[src/rtl/mac_result_accumulator_if.sv]
// Beat input and frame-total output of the multiplier result accumulator.
// The accumulator uses the slave view; the producer/consumer pair uses the master view.
interface mac_result_accumulator_if #(
    parameter int ACC_W = 48
);
    logic             in_valid;
    logic             in_ready;
    logic             mode;
    logic             sign;
    logic [44:0]      result_0;
    logic [44:0]      result_1;
    logic [3:0]       result_SIMD_carry;
    logic             in_last;
    logic             out_valid;
    logic             out_ready;
    logic [ACC_W-1:0] acc_0;
    logic [ACC_W-1:0] acc_1;
    logic             out_mode;
    logic [8:0]       out_beats;
    logic             out_err;

    modport slave (
        input  in_valid, mode, sign, result_0, result_1, result_SIMD_carry, in_last, out_ready,
        output in_ready, out_valid, acc_0, acc_1, out_mode, out_beats, out_err
    );

    modport master (
        output in_valid, mode, sign, result_0, result_1, result_SIMD_carry, in_last, out_ready,
        input  in_ready, out_valid, acc_0, acc_1, out_mode, out_beats, out_err
    );
endinterface

[src/rtl/mac_result_accumulator.sv]
// Recombines split 27x18 / SIMD-9x9 multiplier results and accumulates them per frame,
// presenting the frame totals on a valid/ready output.
module mac_result_accumulator #(
    parameter int ACC_W     = 48,
    parameter int MAX_BEATS = 256
) (
    input  logic                     clk,
    input  logic                     reset,
    mac_result_accumulator_if.slave  bus
);
    typedef enum logic [1:0] {IDLE, ACCUM, DRAIN, HOLD} state_t;

    localparam logic [8:0] LAST_CNT = 9'(MAX_BEATS - 1);

    state_t           state, state_next;
    logic             accept;
    logic             mode_match;
    logic             frame_mode;
    logic [8:0]       beat_cnt;
    logic             err;

    logic [44:0]      prod;
    logic [28:0]      lane0_sum;
    logic [19:0]      lane1_sum;
    logic [ACC_W-1:0] ext0, ext1;

    logic             s1_valid;
    logic [ACC_W-1:0] s1_lane0, s1_lane1;
    logic [ACC_W-1:0] acc0, acc1;

    assign bus.in_ready = (state == IDLE) || (state == ACCUM);
    assign accept       = bus.in_valid && bus.in_ready;
    // The first beat of a frame defines the frame mode, so it always matches.
    assign mode_match   = (state == IDLE) || (bus.mode == frame_mode);

    // Stage-1 combinational recombine of the split partial words.
    always_comb begin
        // NOTE: every always_comb output gets a default first so no path can infer a latch.
        ext0      = '0;
        ext1      = '0;
        prod      = bus.result_0 + bus.result_1;
        lane0_sum = 29'(bus.result_0[26:0]) + 29'(bus.result_1[26:0])
                  + {bus.result_SIMD_carry[1:0], 27'b0};
        lane1_sum = 20'(bus.result_0[44:27]) + 20'(bus.result_1[44:27])
                  + {bus.result_SIMD_carry[3:2], 18'b0};
        if (bus.mode) begin
            ext0 = bus.sign ? ACC_W'($signed(lane0_sum)) : ACC_W'(lane0_sum);
            ext1 = bus.sign ? ACC_W'($signed(lane1_sum)) : ACC_W'(lane1_sum);
        end else begin
            ext0 = bus.sign ? ACC_W'($signed(prod)) : ACC_W'(prod);
        end
    end

    always_ff @(posedge clk) begin
        if (!reset) state <= IDLE;
        else        state <= state_next;
    end

    always_comb begin
        state_next = state;
        unique case (state)
            IDLE: begin
                if (accept)
                    state_next = (bus.in_last || MAX_BEATS == 1) ? DRAIN : ACCUM;
            end
            ACCUM: begin
                if (accept && (bus.in_last || (mode_match && beat_cnt == LAST_CNT)))
                    state_next = DRAIN;
            end
            DRAIN:   state_next = HOLD;
            HOLD:    if (bus.out_ready) state_next = IDLE;
            default: state_next = IDLE;
        endcase
    end

    always_ff @(posedge clk) begin
        if (!reset) begin
            s1_valid   <= 1'b0;
            s1_lane0   <= '0;
            s1_lane1   <= '0;
            acc0       <= '0;
            acc1       <= '0;
            frame_mode <= 1'b0;
            beat_cnt   <= '0;
            err        <= 1'b0;
        end else begin
            // NOTE: sequential state uses non-blocking assignments so all registers update together.
            s1_valid <= accept && mode_match;
            s1_lane0 <= ext0;
            s1_lane1 <= ext1;

            if (accept && state == IDLE) begin
                frame_mode <= bus.mode;
                beat_cnt   <= 9'd1;
                err        <= 1'b0;
            end else if (accept) begin
                if (mode_match) beat_cnt <= beat_cnt + 9'd1;
                else            err      <= 1'b1;
            end

            if (s1_valid) begin
                acc0 <= acc0 + s1_lane0;
                acc1 <= acc1 + s1_lane1;
            end

            // Stage 1 is empty in HOLD, so the clear never collides with an add.
            if (state == HOLD && bus.out_ready) begin
                acc0     <= '0;
                acc1     <= '0;
                beat_cnt <= '0;
                err      <= 1'b0;
            end
        end
    end

    assign bus.out_valid = (state == HOLD);
    assign bus.acc_0     = acc0;
    assign bus.acc_1     = acc1;
    assign bus.out_mode  = frame_mode;
    assign bus.out_beats = beat_cnt;
    assign bus.out_err   = err;
endmodule

[src/flat_wrapper.sv]
// flat-port wrapper written by rule: the top's interface ports become plain ports
module mac_result_accumulator_flat 
#(
    parameter int ACC_W     = 48,
    parameter int MAX_BEATS = 256
)
  (clk, reset, bus_in_valid, bus_mode, bus_sign, bus_result_0, bus_result_1, bus_result_SIMD_carry, bus_in_last, bus_out_ready, bus_in_ready, bus_out_valid, bus_acc_0, bus_acc_1, bus_out_mode, bus_out_beats, bus_out_err);
  mac_result_accumulator_if #(.ACC_W(ACC_W)) bus_i ();
  input  logic clk;
  input  logic reset;
  input wire logic [$bits(bus_i.in_valid)-1:0] bus_in_valid;
  input wire logic [$bits(bus_i.mode)-1:0] bus_mode;
  input wire logic [$bits(bus_i.sign)-1:0] bus_sign;
  input wire logic [$bits(bus_i.result_0)-1:0] bus_result_0;
  input wire logic [$bits(bus_i.result_1)-1:0] bus_result_1;
  input wire logic [$bits(bus_i.result_SIMD_carry)-1:0] bus_result_SIMD_carry;
  input wire logic [$bits(bus_i.in_last)-1:0] bus_in_last;
  input wire logic [$bits(bus_i.out_ready)-1:0] bus_out_ready;
  output wire logic [$bits(bus_i.in_ready)-1:0] bus_in_ready;
  output wire logic [$bits(bus_i.out_valid)-1:0] bus_out_valid;
  output wire logic [$bits(bus_i.acc_0)-1:0] bus_acc_0;
  output wire logic [$bits(bus_i.acc_1)-1:0] bus_acc_1;
  output wire logic [$bits(bus_i.out_mode)-1:0] bus_out_mode;
  output wire logic [$bits(bus_i.out_beats)-1:0] bus_out_beats;
  output wire logic [$bits(bus_i.out_err)-1:0] bus_out_err;
  assign bus_i.in_valid = bus_in_valid;
  assign bus_i.mode = bus_mode;
  assign bus_i.sign = bus_sign;
  assign bus_i.result_0 = bus_result_0;
  assign bus_i.result_1 = bus_result_1;
  assign bus_i.result_SIMD_carry = bus_result_SIMD_carry;
  assign bus_i.in_last = bus_in_last;
  assign bus_i.out_ready = bus_out_ready;
  assign bus_in_ready = bus_i.in_ready;
  assign bus_out_valid = bus_i.out_valid;
  assign bus_acc_0 = bus_i.acc_0;
  assign bus_acc_1 = bus_i.acc_1;
  assign bus_out_mode = bus_i.out_mode;
  assign bus_out_beats = bus_i.out_beats;
  assign bus_out_err = bus_i.out_err;
  mac_result_accumulator #(.ACC_W(ACC_W), .MAX_BEATS(MAX_BEATS)) u_core (.clk(clk), .reset(reset), .bus(bus_i));
endmodule
[config.mk]
export PLATFORM = sky130hd
export DESIGN_NAME = mac_result_accumulator_flat
export DESIGN_NICKNAME = d
export VERILOG_FILES = /design/src/rtl/mac_result_accumulator_if.sv /design/src/rtl/mac_result_accumulator.sv /design/src/flat_wrapper.sv
export SDC_FILE = /design/constraint.sdc
export NUM_CORES = 1
export LEC_CHECK = 0
export CORE_MARGIN = 2
export CORE_UTILIZATION = 23
export CTS_CLUSTER_DIAMETER = 60
export DETAILED_ROUTE_END_ITERATION = 12
export MAX_ROUTING_LAYER = met4
export PLACE_DENSITY = 0.4
export SYNTH_ARGS = -nofsm -noshare
export SYNTH_HDL_FRONTEND = slang
export SYNTH_SLANG_ARGS = --single-unit
[constraint.sdc]
create_clock -name clk -period 3.25 [get_ports clk]
set_clock_uncertainty 0.1 [all_clocks]
set_input_delay 0.65 -clock clk [delete_from_list [all_inputs] [get_ports clk]]
set_output_delay 0.65 -clock clk [all_outputs]
set_load 0.02 [all_outputs]
# --- Word level (Yosys, flattened, before mapping) ---
# Index checks and enable logic that the tools add are counted.
word_totals:
  ff_bits: 179
  input_bits: 101
  output_inout_bits: 109
  word_cells: 60
classes:
  addsub: 8
  n_eq_ne: 8
  n_mux: 11
  bitwise_logic: 2
  reduce_logical: 20
op_table:
  columns: ["operator", "n"]
  rows:
  - ["48-bit two-way mux", 3]
  - ["48-bit adder", 2]
  - ["45-bit adder", 1]
  - ["29-bit adder", 1]
  - ["27-bit by 27-bit adder with 28-bit output", 1]
  - ["19-bit by 20-bit adder with 20-bit output", 1]
  - ["18-bit by 18-bit adder with 19-bit output", 1]
  - ["9-bit by 1-bit adder with 9-bit output, second input constant", 1]
  - ["9-bit by 8-bit == test with 1-bit output, second input constant", 1]
  - ["2-bit two-way mux", 4]
  - ["2-bit one-hot mux with 4 select lines", 1]
  - ["2-bit AND reduction", 4]
  - ["1-bit logical AND", 6]
  - ["3-bit AND reduction", 2]
  - ["2-bit == test, second input constant", 2]
  - ["2-bit != test, second input constant", 2]
  - ["2-bit nonzero test", 2]
  - ["1-bit logical OR", 3]
  - ["1-bit two-way mux", 3]
  - ["3-bit OR reduction", 1]
  - ["2-bit by 1-bit == test with 1-bit output, second input constant", 1]
  - ["2-bit logical NOT", 1]
  - ["2-bit by 1-bit != test with 1-bit output, second input constant", 1]
  - ["1-bit inverter", 2]
  - ["other kinds (2)", 2]

# --- Longest topological paths before layout ---
# Gate-level depths: netlist of run 1.
depth:
  depth_word: 7
  ltp_mapped: 14
  ltp_nobuf: 14

# --- Worst setup path before layout of run 1 ---
# OpenSTA, ideal clock, no wires.
synth_timing:
  kind: "register -> register"
  startpoint: "register, netlist name u_core.s1_lane1[20]"
  endpoint: "register u_core.acc1[46], in the netlist u_core.bus.acc_1[46]"
  setup_ns: 0.120
  arrival_ns: 3.208
  t_required_ns: 3.030
  path_slack_ns: -0.178
  path_stages_with_launch: 13
  path_buffers: 1
  synth_period_minus_slack_ns: 3.428
  cell_sequence: "dfxtp_1 -> ha_1 -> clkbuf_1 -> a21o_1 -> a31oi_1 -> o2bb2ai_1 -> o41ai_2 -> o21a_1 -> a21oi_1 -> a21o_1 -> a311oi_1 -> or3_1 -> nand3_1"
synth_via:
  elab_chain_cells: 1
synth_lines:
  columns: ["element", "line_no", "source"]
  rows:
  - ["48-bit adder", "mac_result_accumulator.sv:103", "acc1 <= acc1 + s1_lane1;"]
  - ["to (signal assigned)", "mac_result_accumulator.sv:103", null]
  - ["to (decl)", "mac_result_accumulator.sv:29", "logic [ACC_W-1:0] acc0, acc1;"]
# Every way passes these cells.
# A chain may end at the register's enable or synchronous reset.

# --- Worst setup path after layout of run 1 ---
layout_timing:
  startpoint: "register u_core.s1_lane1[1]"
  endpoint: "register u_core.acc1[45], in the netlist u_core.bus.acc_1[45]"
layout_via:
  elab_chain_cells: 1
layout_lines:
  columns: ["element", "line_no", "source"]
  rows:
  - ["from (decl)", "mac_result_accumulator.sv:28", "logic [ACC_W-1:0] s1_lane0, s1_lane1;"]
  - ["from (signal assigned)", "mac_result_accumulator.sv:90", "s1_lane1 <= ext1;"]
  - ["48-bit adder", "mac_result_accumulator.sv:103", null]
# Every way passes these cells.

==> results of run 1 <==
[per-layer routing]
metal | up-vias | GRT usage (%) | part of all wire [%]
li1 | 6930 | - | -
met1 | 6358 | 19.82 | 47
met2 | 149 | 26.19 | 47
met3 | 39 | 3.532 | 3.7
met4 | 0 | 4.537 | 1.6
met5 | - | - | 0
[path summary, 6_finish.rpt]
path / start / endpoint
max: u_core.s1_lane1[1]$_SDFF_PN0_ / u_core.bus.acc_1[45]$_SDFFE_PP0P_
min: u_core.bus.acc_0[43]$_SDFFE_PP0P_ / u_core.bus.acc_0[43]$_SDFFE_PP0P_
max reg2reg: u_core.s1_lane1[1]$_SDFF_PN0_ / u_core.bus.acc_1[45]$_SDFFE_PP0P_
min reg2reg: u_core.bus.acc_0[43]$_SDFFE_PP0P_ / u_core.bus.acc_0[43]$_SDFFE_PP0P_
[placed cells by master (no fill, tap or decap), drive strengths merged, types with 26 or more instances in the layout]
| cell | instances |
|---|---|
| nor2 | 198 |
| o21ai | 114 |
| buf | 317 |
| a21oi | 141 |
| dfxtp | 177 |
| ha | 146 |
| nand3 | 34 |
| xnor2 | 80 |
| a21o | 82 |
| clkdlybuf4s50 | 187 |
| xor2 | 53 |
| nor3 | 26 |
| mux2i | 67 |
| nand2 | 120 |
| inv | 42 |
| nand4 | 38 |
[state kept, by name (all words and copies together), names as in the netlist]
name	flops
u_core.bus.acc_0	48
u_core.bus.acc_1	48
u_core.s1_lane0	46
u_core.s1_lane1	21
u_core.bus.out_beats	9
u_core.state	2
u_core.bus.out_err	1
u_core.bus.out_mode	1
u_core.s1_valid	1
[cells in the mapped netlist (6+ instances only)]
library cell	instances	area share, %
or3_1	9	0.42
xnor2_1	80	5.2
o211ai_1	8	0.45
and2_1	16	0.75
dfxtp_1	177	26
nand4_1	38	1.8
clkbuf_1	65	1.8
a21oi_1	140	5.2
xor2_1	53	3.5
a31oi_1	19	0.89
a21boi_0	10	0.56
and3_1	13	0.61
mux2i_1	67	5.0
nor3_1	26	0.97
o21bai_1	22	1.2
o21ai_0	104	3.9
o21a_1	16	0.90
ha_1	146	14
a21o_1	82	4.6
nand2b_1	20	0.94
nand2_1	120	3.4
nand3b_1	11	0.62
nand3_1	34	1.3
o21ai_1	6	0.22
nor2b_1	18	0.84
a211oi_1	19	1.1
nor2_1	198	5.6
inv_1	38	1.1
o31ai_1	10	0.56
[kinds of logic (layout without fill, tap and decap cells)]
| kind of cell | after synthesis | after routing | share of synthesized area [%] |
|---|---|---|---|
| AO/OA/AOI/OAI | 491 | 491 | 23.78 |
| XOR/XNOR | 133 | 133 | 8.706 |
| adder cells (fa/ha/maj) | 150 | 150 | 14.25 |
| buffers and inverters | 111 | 596 | 3.142 |
| flip-flops | 177 | 177 | 26.48 |
| multiplexers | 69 | 69 | 5.180 |
| AND/OR/NAND/NOR | 524 | 524 | 18.46 |
[timing repair]
item	CTS	global route
buffers inserted	13	22
setup endpoints to repair	44	43
pin swaps	35	73
resized for setup	56	135
gates cloned	0	2
[layout make-up]
type,count,area (um2)
well taps,765,957.2
repair buffers,526,4559
inverters,38,142.6
fillers,5984,37660
clock inverters,11,128.9
multi-input cells,1367,10130
clock buffers,21,450.4
flip-flops and latches,177,3557
[critical path: stages (launching register included)]
cell	delay [ns]
dfxtp_2	0.35
ha_4	0.26
a21o_1	0.13
and4_4	0.24
o21ai_4	0.08
o21ai_4	0.18
a41oi_4	0.19
o41ai_4	0.47
a31oi_2	0.17
o21ai_2	0.18
buf_6	0.14
a31oi_2	0.10
or4b_1	0.48
nand3_1	0.07
[stage by stage]
| step | cells | power [uW] |
|---|---|---|
| finish | 2905 | 7959 |
| global route | 2905 | 8495 |
| CTS | 2882 | 7992 |
| detailed placement | 2837 | 5719 |
| global placement | 2837 | 5704 |
| floorplan | 1655 | 4382 |
[report_power, final]
part | total [uW] | internal [uW] | leakage [uW] | switching (uW)
registers | 2550 | 2390 | 0.00145 | 162
clock network | 2140 | 1160 | 0.000284 | 982
logic | 3260 | 1550 | 0.00714 | 1720
total | 7960 | 5100 | 0.00887 | 2860
==> run_summary.xml, run 1 <==
<?xml version="1.0" encoding="UTF-8"?>
<metrics>
  <group name="global_route">
    <metric name="antenna_found_initial" unit="">0</metric>
    <metric name="first_global_vias" unit="">13644</metric>
    <metric name="grt_use_total" unit="%">16.05</metric>
    <metric name="grt-ovfl-total" unit="">0</metric>
    <metric name="grt_pass1_wl" unit="um">73440</metric>
    <metric name="maximum_number_of_pins_on_one_net_before_global_route_repair" unit="">44</metric>
  </group>
  <group name="power_and_ir_drop">
    <metric name="power.density_cell_area" unit="nW/um2">399.4</metric>
    <metric name="leakage" unit="uW">0.008873</metric>
    <metric name="ir_drop" unit="mV">0.4328</metric>
  </group>
  <group name="clocking">
    <metric name="max-clock-path-buffers" unit="">2</metric>
    <metric name="htree_levels" unit="">4</metric>
    <metric name="cts.hold.buffers_added" unit="">0</metric>
    <metric name="tritoncts" unit="">yes</metric>
    <metric name="numCtsBuffers" unit="">17</metric>
    <metric name="clk-insertion-delay-late" unit="ns">0.49</metric>
    <metric name="clock_sink_count" unit="">177</metric>
    <metric name="clk_transition_reported_paths" unit="ns">0.07</metric>
    <metric name="cts_root_buffer" unit="">clkbuf_16</metric>
  </group>
  <group name="hold_path">
    <metric name="min_path_type" unit="">reg -&gt; reg</metric>
    <metric name="worstHoldPathCells" unit="">2</metric>
  </group>
  <group name="logic_synthesis">
    <metric name="async_reset_ff_share" unit="%">0</metric>
    <metric name="postSynthRegisterBits" unit="">177</metric>
    <metric name="synth.net_count" unit="">1906</metric>
    <metric name="post_synth_edffs" unit="">0</metric>
    <metric name="synth_seq_area_share" unit="%">26.48</metric>
    <metric name="netlist_instances" unit="">1655</metric>
    <metric name="post_synth_instance_area" unit="um2">13380</metric>
    <metric name="post_synth.cell_area_avg" unit="um2">8.085</metric>
    <metric name="ys_types" unit="">73</metric>
    <metric name="ys_dominant_reg_cell" unit="">dfxtp_1</metric>
    <metric name="synthesis.yosys.warnings" unit="">0</metric>
  </group>
  <group name="floorplanning">
    <metric name="dieHeight" unit="um">245.2</metric>
    <metric name="design.die.area" unit="um2">60120</metric>
    <metric name="design.portCount" unit="">210</metric>
    <metric name="core_region_area" unit="um2">57590</metric>
    <metric name="row_count" unit="">88</metric>
    <metric name="initial_core_util" unit="%">23.24</metric>
    <metric name="die_width" unit="um">245.2</metric>
  </group>
  <group name="layout">
    <metric name="diodes" unit="">0</metric>
    <metric name="final_core_util" unit="%">34.61</metric>
    <metric name="fin_area" unit="um2">19930</metric>
    <metric name="drive_above_1_share" unit="%">22.06</metric>
    <metric name="area_growth_syn_to_layout" unit="%">48.93</metric>
    <metric name="nets" unit="">2378</metric>
  </group>
  <group name="sta">
    <metric name="final-setup-viol-count" unit="">0</metric>
    <metric name="worst-slew-pin-transition" unit="ns">0.7164</metric>
    <metric name="post-route-worst-setup-slack" unit="ns">0.03376</metric>
    <metric name="totalNegativeSetupSlack" unit="ns">0</metric>
    <metric name="timing.max_slew.rel_slack" unit="%">52.24</metric>
    <metric name="min_period_over_period" unit="%">98.96</metric>
    <metric name="rsz0062_at_grt" unit="">true</metric>
    <metric name="min_period" unit="ns">3.216</metric>
    <metric name="finalHoldViolCount" unit="">0</metric>
    <metric name="clock.fmax" unit="MHz">310.9</metric>
    <metric name="report.final.slew_viol_count" unit="">0</metric>
    <metric name="hold_ws" unit="ns">0.3843</metric>
  </group>
  <group name="setup_path">
    <metric name="cp-end-kind" unit="">flip-flop</metric>
    <metric name="critPathRequiredTime" unit="ns">3.58</metric>
    <metric name="worstSetupPathType" unit="">reg -&gt; reg</metric>
    <metric name="critical_path.max_fanout" unit="">4</metric>
    <metric name="worstSetupStartpointType" unit="">flip-flop</metric>
    <metric name="setup.reg_to_reg.worst_slack" unit="ns">0.03</metric>
    <metric name="worst-endpoint-arrival" unit="ns">3.54</metric>
    <metric name="worstRegToRegCells" unit="">13</metric>
  </group>
  <group name="run_status">
    <metric name="outcome" unit="">complete, no violations</metric>
  </group>
  <group name="drt">
    <metric name="drt-total-wl" unit="um">46550</metric>
    <metric name="drtPass1Iterations" unit="">4</metric>
    <metric name="drt_iter0_drc" unit="">674</metric>
    <metric name="post_drt_via_cell_ratio" unit="">4.639</metric>
    <metric name="drc_violation_count_after_routing" unit="">0</metric>
    <metric name="antenna_left" unit="">0</metric>
    <metric name="route.vias.total" unit="">13476</metric>
    <metric name="detail_route.wl_per_cell" unit="um">16.03</metric>
  </group>
  <group name="placed_design">
    <metric name="place_area" unit="um2">18270</metric>
    <metric name="place_worst_setup_slack" unit="ns">-0.9575</metric>
    <metric name="place.detailed.hpwl" unit="um">37790</metric>
    <metric name="numPortBuffers" unit="">209</metric>
    <metric name="place.gp.congestion" unit="">0.8781</metric>
  </group>
  <group name="run">
    <metric name="max_cap_violations" unit="">0</metric>
  </group>
</metrics>
Power figures use the tool's default switching activity.
==> run 2, diff against run 1 <==
--- a/config.mk
+++ b/config.mk
@@ -10,2 +10,3 @@
 export CTS_CLUSTER_DIAMETER = 60
+export CTS_CLUSTER_SIZE = 8
 export DETAILED_ROUTE_END_ITERATION = 12
--- a/constraint.sdc
+++ b/constraint.sdc
@@ -4,2 +4,2 @@
 set_output_delay 0.65 -clock clk [all_outputs]
-set_load 0.02 [all_outputs]
+set_load 0.01 [all_outputs]
==> results of run 2 <==
The final DEF is identical to that of run 1. Status: complete, no violations.
Among the figures that moved: total power 7959 uW -> 7866 uW; worst IR drop on VDD 0.4328 mV -> 0.4327 mV
==> run 3, diff against run 2 <==
- TNS_END_PERCENT: not set -> 10
==> run_summary.xml, run 3 (synthesis gave the netlist of run 1 again) <==
<?xml version="1.0" encoding="UTF-8"?>
<metrics>
  <group name="power_and_ir_drop">
    <metric name="share_clk_of_total_power" unit="%">27.7</metric>
    <metric name="ir_drop" unit="mV">0.4379</metric>
    <metric name="p_switching" unit="uW">2764</metric>
    <metric name="p_sw_share" unit="%">35.26</metric>
    <metric name="leakage" unit="uW">0.008739</metric>
    <metric name="internal_power" unit="uW">5075</metric>
    <metric name="power.density_cell_area" unit="nW/um2">398.8</metric>
    <metric name="comb_power_share" unit="%">39.6</metric>
    <metric name="power.sequential.fraction" unit="%">32.7</metric>
  </group>
  <group name="placed_design">
    <metric name="place_worst_setup_slack" unit="ns">-1.092</metric>
    <metric name="place_inst" unit="">2837</metric>
    <metric name="numPortBuffers" unit="">209</metric>
    <metric name="place.detailed.hpwl" unit="um">37320</metric>
    <metric name="place.gp.congestion" unit="">0.8581</metric>
    <metric name="place_area" unit="um2">18270</metric>
  </group>
  <group name="setup_path">
    <metric name="cp-end-kind" unit="">flip-flop</metric>
    <metric name="worstSetupStartpointType" unit="">flip-flop</metric>
    <metric name="worst-endpoint-arrival" unit="ns">3.57</metric>
    <metric name="critical_path.max_fanout" unit="">3</metric>
    <metric name="critPathRequiredTime" unit="ns">3.58</metric>
    <metric name="worstSetupPathType" unit="">reg -&gt; reg</metric>
  </group>
  <group name="clocking">
    <metric name="max-clock-path-buffers" unit="">2</metric>
    <metric name="cts.hold.buffers_added" unit="">0</metric>
    <metric name="clk_transition_reported_paths" unit="ns">0.07</metric>
    <metric name="clk-insertion-delay-late" unit="ns">0.49</metric>
    <metric name="clock_sink_count" unit="">177</metric>
    <metric name="htree_levels" unit="">4</metric>
    <metric name="tritoncts" unit="">yes</metric>
    <metric name="cts_root_buffer" unit="">clkbuf_16</metric>
    <metric name="numCtsBuffers" unit="">17</metric>
  </group>
  <group name="layout">
    <metric name="fin_area" unit="um2">19660</metric>
    <metric name="drive_above_1_share" unit="%">21.35</metric>
    <metric name="post_layout_nonfiller_instances" unit="">2896</metric>
    <metric name="nets" unit="">2369</metric>
    <metric name="mostFrequentLayoutCell" unit="">buf_4</metric>
    <metric name="fillerInstances" unit="">6014</metric>
    <metric name="area_growth_syn_to_layout" unit="%">46.91</metric>
    <metric name="diodes" unit="">0</metric>
    <metric name="layout.cells.most_common_list" unit="">buf_4 (298), clkdlybuf4s50_1 (203), nor2_1 (197)</metric>
  </group>
  <group name="floorplanning">
    <metric name="row_count" unit="">88</metric>
    <metric name="dieHeight" unit="um">245.2</metric>
    <metric name="die_width" unit="um">245.2</metric>
    <metric name="design.portCount" unit="">210</metric>
    <metric name="initial_core_util" unit="%">23.24</metric>
    <metric name="core_region_area" unit="um2">57590</metric>
    <metric name="design.die.area" unit="um2">60120</metric>
  </group>
  <group name="run_status">
    <metric name="outcome" unit="">complete, no violations</metric>
  </group>
  <group name="drt">
    <metric name="drt-total-wl" unit="um">46180</metric>
    <metric name="drtPass1Iterations" unit="">5</metric>
    <metric name="route.vias.total" unit="">13373</metric>
    <metric name="detail_route.wl_per_cell" unit="um">15.95</metric>
    <metric name="antenna_left" unit="">0</metric>
    <metric name="drt_iter0_drc" unit="">556</metric>
    <metric name="post_drt_via_cell_ratio" unit="">4.618</metric>
    <metric name="drc_violation_count_after_routing" unit="">0</metric>
  </group>
  <group name="sta">
    <metric name="post-route-worst-setup-slack" unit="ns">0.009221</metric>
    <metric name="min_period" unit="ns">3.241</metric>
    <metric name="min_period_over_period" unit="%">99.72</metric>
    <metric name="rsz0062_at_grt" unit="">true</metric>
    <metric name="report.final.slew_viol_count" unit="">0</metric>
    <metric name="finalHoldViolCount" unit="">0</metric>
    <metric name="clock.fmax" unit="MHz">308.6</metric>
    <metric name="worst-slew-pin-transition" unit="ns">0.6487</metric>
    <metric name="final-setup-viol-count" unit="">0</metric>
    <metric name="totalNegativeSetupSlack" unit="ns">0</metric>
    <metric name="timing.max_slew.rel_slack" unit="%">56.65</metric>
  </group>
  <group name="global_route">
    <metric name="antenna_found_initial" unit="">0</metric>
    <metric name="first_global_vias" unit="">13452</metric>
    <metric name="grt_pass1_wl" unit="um">72850</metric>
    <metric name="maximum_number_of_pins_on_one_net_before_global_route_repair" unit="">35</metric>
    <metric name="grt-ovfl-total" unit="">0</metric>
    <metric name="grt_use_total" unit="%">15.81</metric>
  </group>
  <group name="run">
    <metric name="max_cap_violations" unit="">0</metric>
  </group>
  <group name="hold_path">
    <metric name="min_path_type" unit="">reg -&gt; reg</metric>
  </group>
</metrics>
-- run 3: cell count changes in the layout (fill, tap and decap cells not counted), sizes merged --
cell	before	now
clkdlybuf4s50	187	203
clkdlybuf4s15	2	0
clkinv	4	5
clkbuf	21	19
buf	317	308
inv	42	43
dlygate4sd2	2	4
dlymetal6s2s	18	2
-- run 3: final cells by class --
type                            count  area (um2)  share of cell area (%)
Tap cell                          765       957.2                   4.869
Timing Repair Buffer              517        4442                   22.60
Sequential cell                   177        3558                   18.10
Multi-Input combinational cell   1367        9965                   50.69
Clock buffer                       19       442.9                   2.253
Clock inverter                     13       148.9                  0.7575
Inverter                           38       142.6                  0.7257
-- run 3: timing repair --
item	in CTS	in global routing
pin swaps	40	49
setup endpoints to repair	41	48
cloned	0	0
buffers inserted	17	12
resized for setup	67	80
-- run 3: metal layers --
| metal | wire length (um) | GRT usage (%) |
|---|---|---|
| met1 | 21870 | 19.80 |
| met2 | 21910 | 26.02 |
| met3 | 1887 | 3.269 |
| met4 | 513 | 3.623 |
| met5 | 0 | - |
-- run 3: worst paths after layout --
check | start | to | slack [ns] | cells after the start
max | u_core.s1_lane1[1]$_SDFF_PN0_ | u_core.bus.acc_1[39]$_SDFFE_PP0P_ | 0.009 | 14
min | u_core.bus.acc_0[42]$_SDFFE_PP0P_ | u_core.bus.acc_0[42]$_SDFFE_PP0P_ | 0.39 | 2
max reg2reg | u_core.s1_lane1[1]$_SDFF_PN0_ | u_core.bus.acc_1[39]$_SDFFE_PP0P_ | 0.009 | 14
min reg2reg | u_core.bus.acc_0[42]$_SDFFE_PP0P_ | u_core.bus.acc_0[42]$_SDFFE_PP0P_ | 0.39 | 2
-- run 3: worst max-delay path, cell delays in order, from the launching register on --
cell and delay [ns]:
dfxtp_2 0.32, ha_1 0.27, a21o_1 0.13, and4_4 0.26, o21ai_4 0.07, o21ai_4 0.17, a41oi_4 0.19, o41ai_4 0.47
buf_4 0.17, a31oi_1 0.07, buf_4 0.17, o21ai_4 0.14, a21oi_2 0.09, or4b_1 0.48, nand3_1 0.08
-- run 3: per-stage QoR --
step,utilization [%],hold slack (ns),power (uW)
global route,34.13,0.4258,8379
finish,34.13,0.3869,7839
floorplan,-,0.3977,4289
global placement,31.73,0.3685,5608
CTS,33.37,0.3874,7924
detailed placement,31.73,0.3602,5624
-- run 3: power groups by stage --
| stage | registers (uW) | clock network (uW) | logic, uW |
|---|---|---|---|
| floorplan | 2600 | 0 | 1690 |
| global placement | 2610 | 0 | 2990 |
| detailed placement | 2620 | 0 | 3010 |
| CTS | 2570 | 2280 | 3070 |
| global route | 2600 | 2350 | 3430 |
| finish | 2560 | 2170 | 3100 |
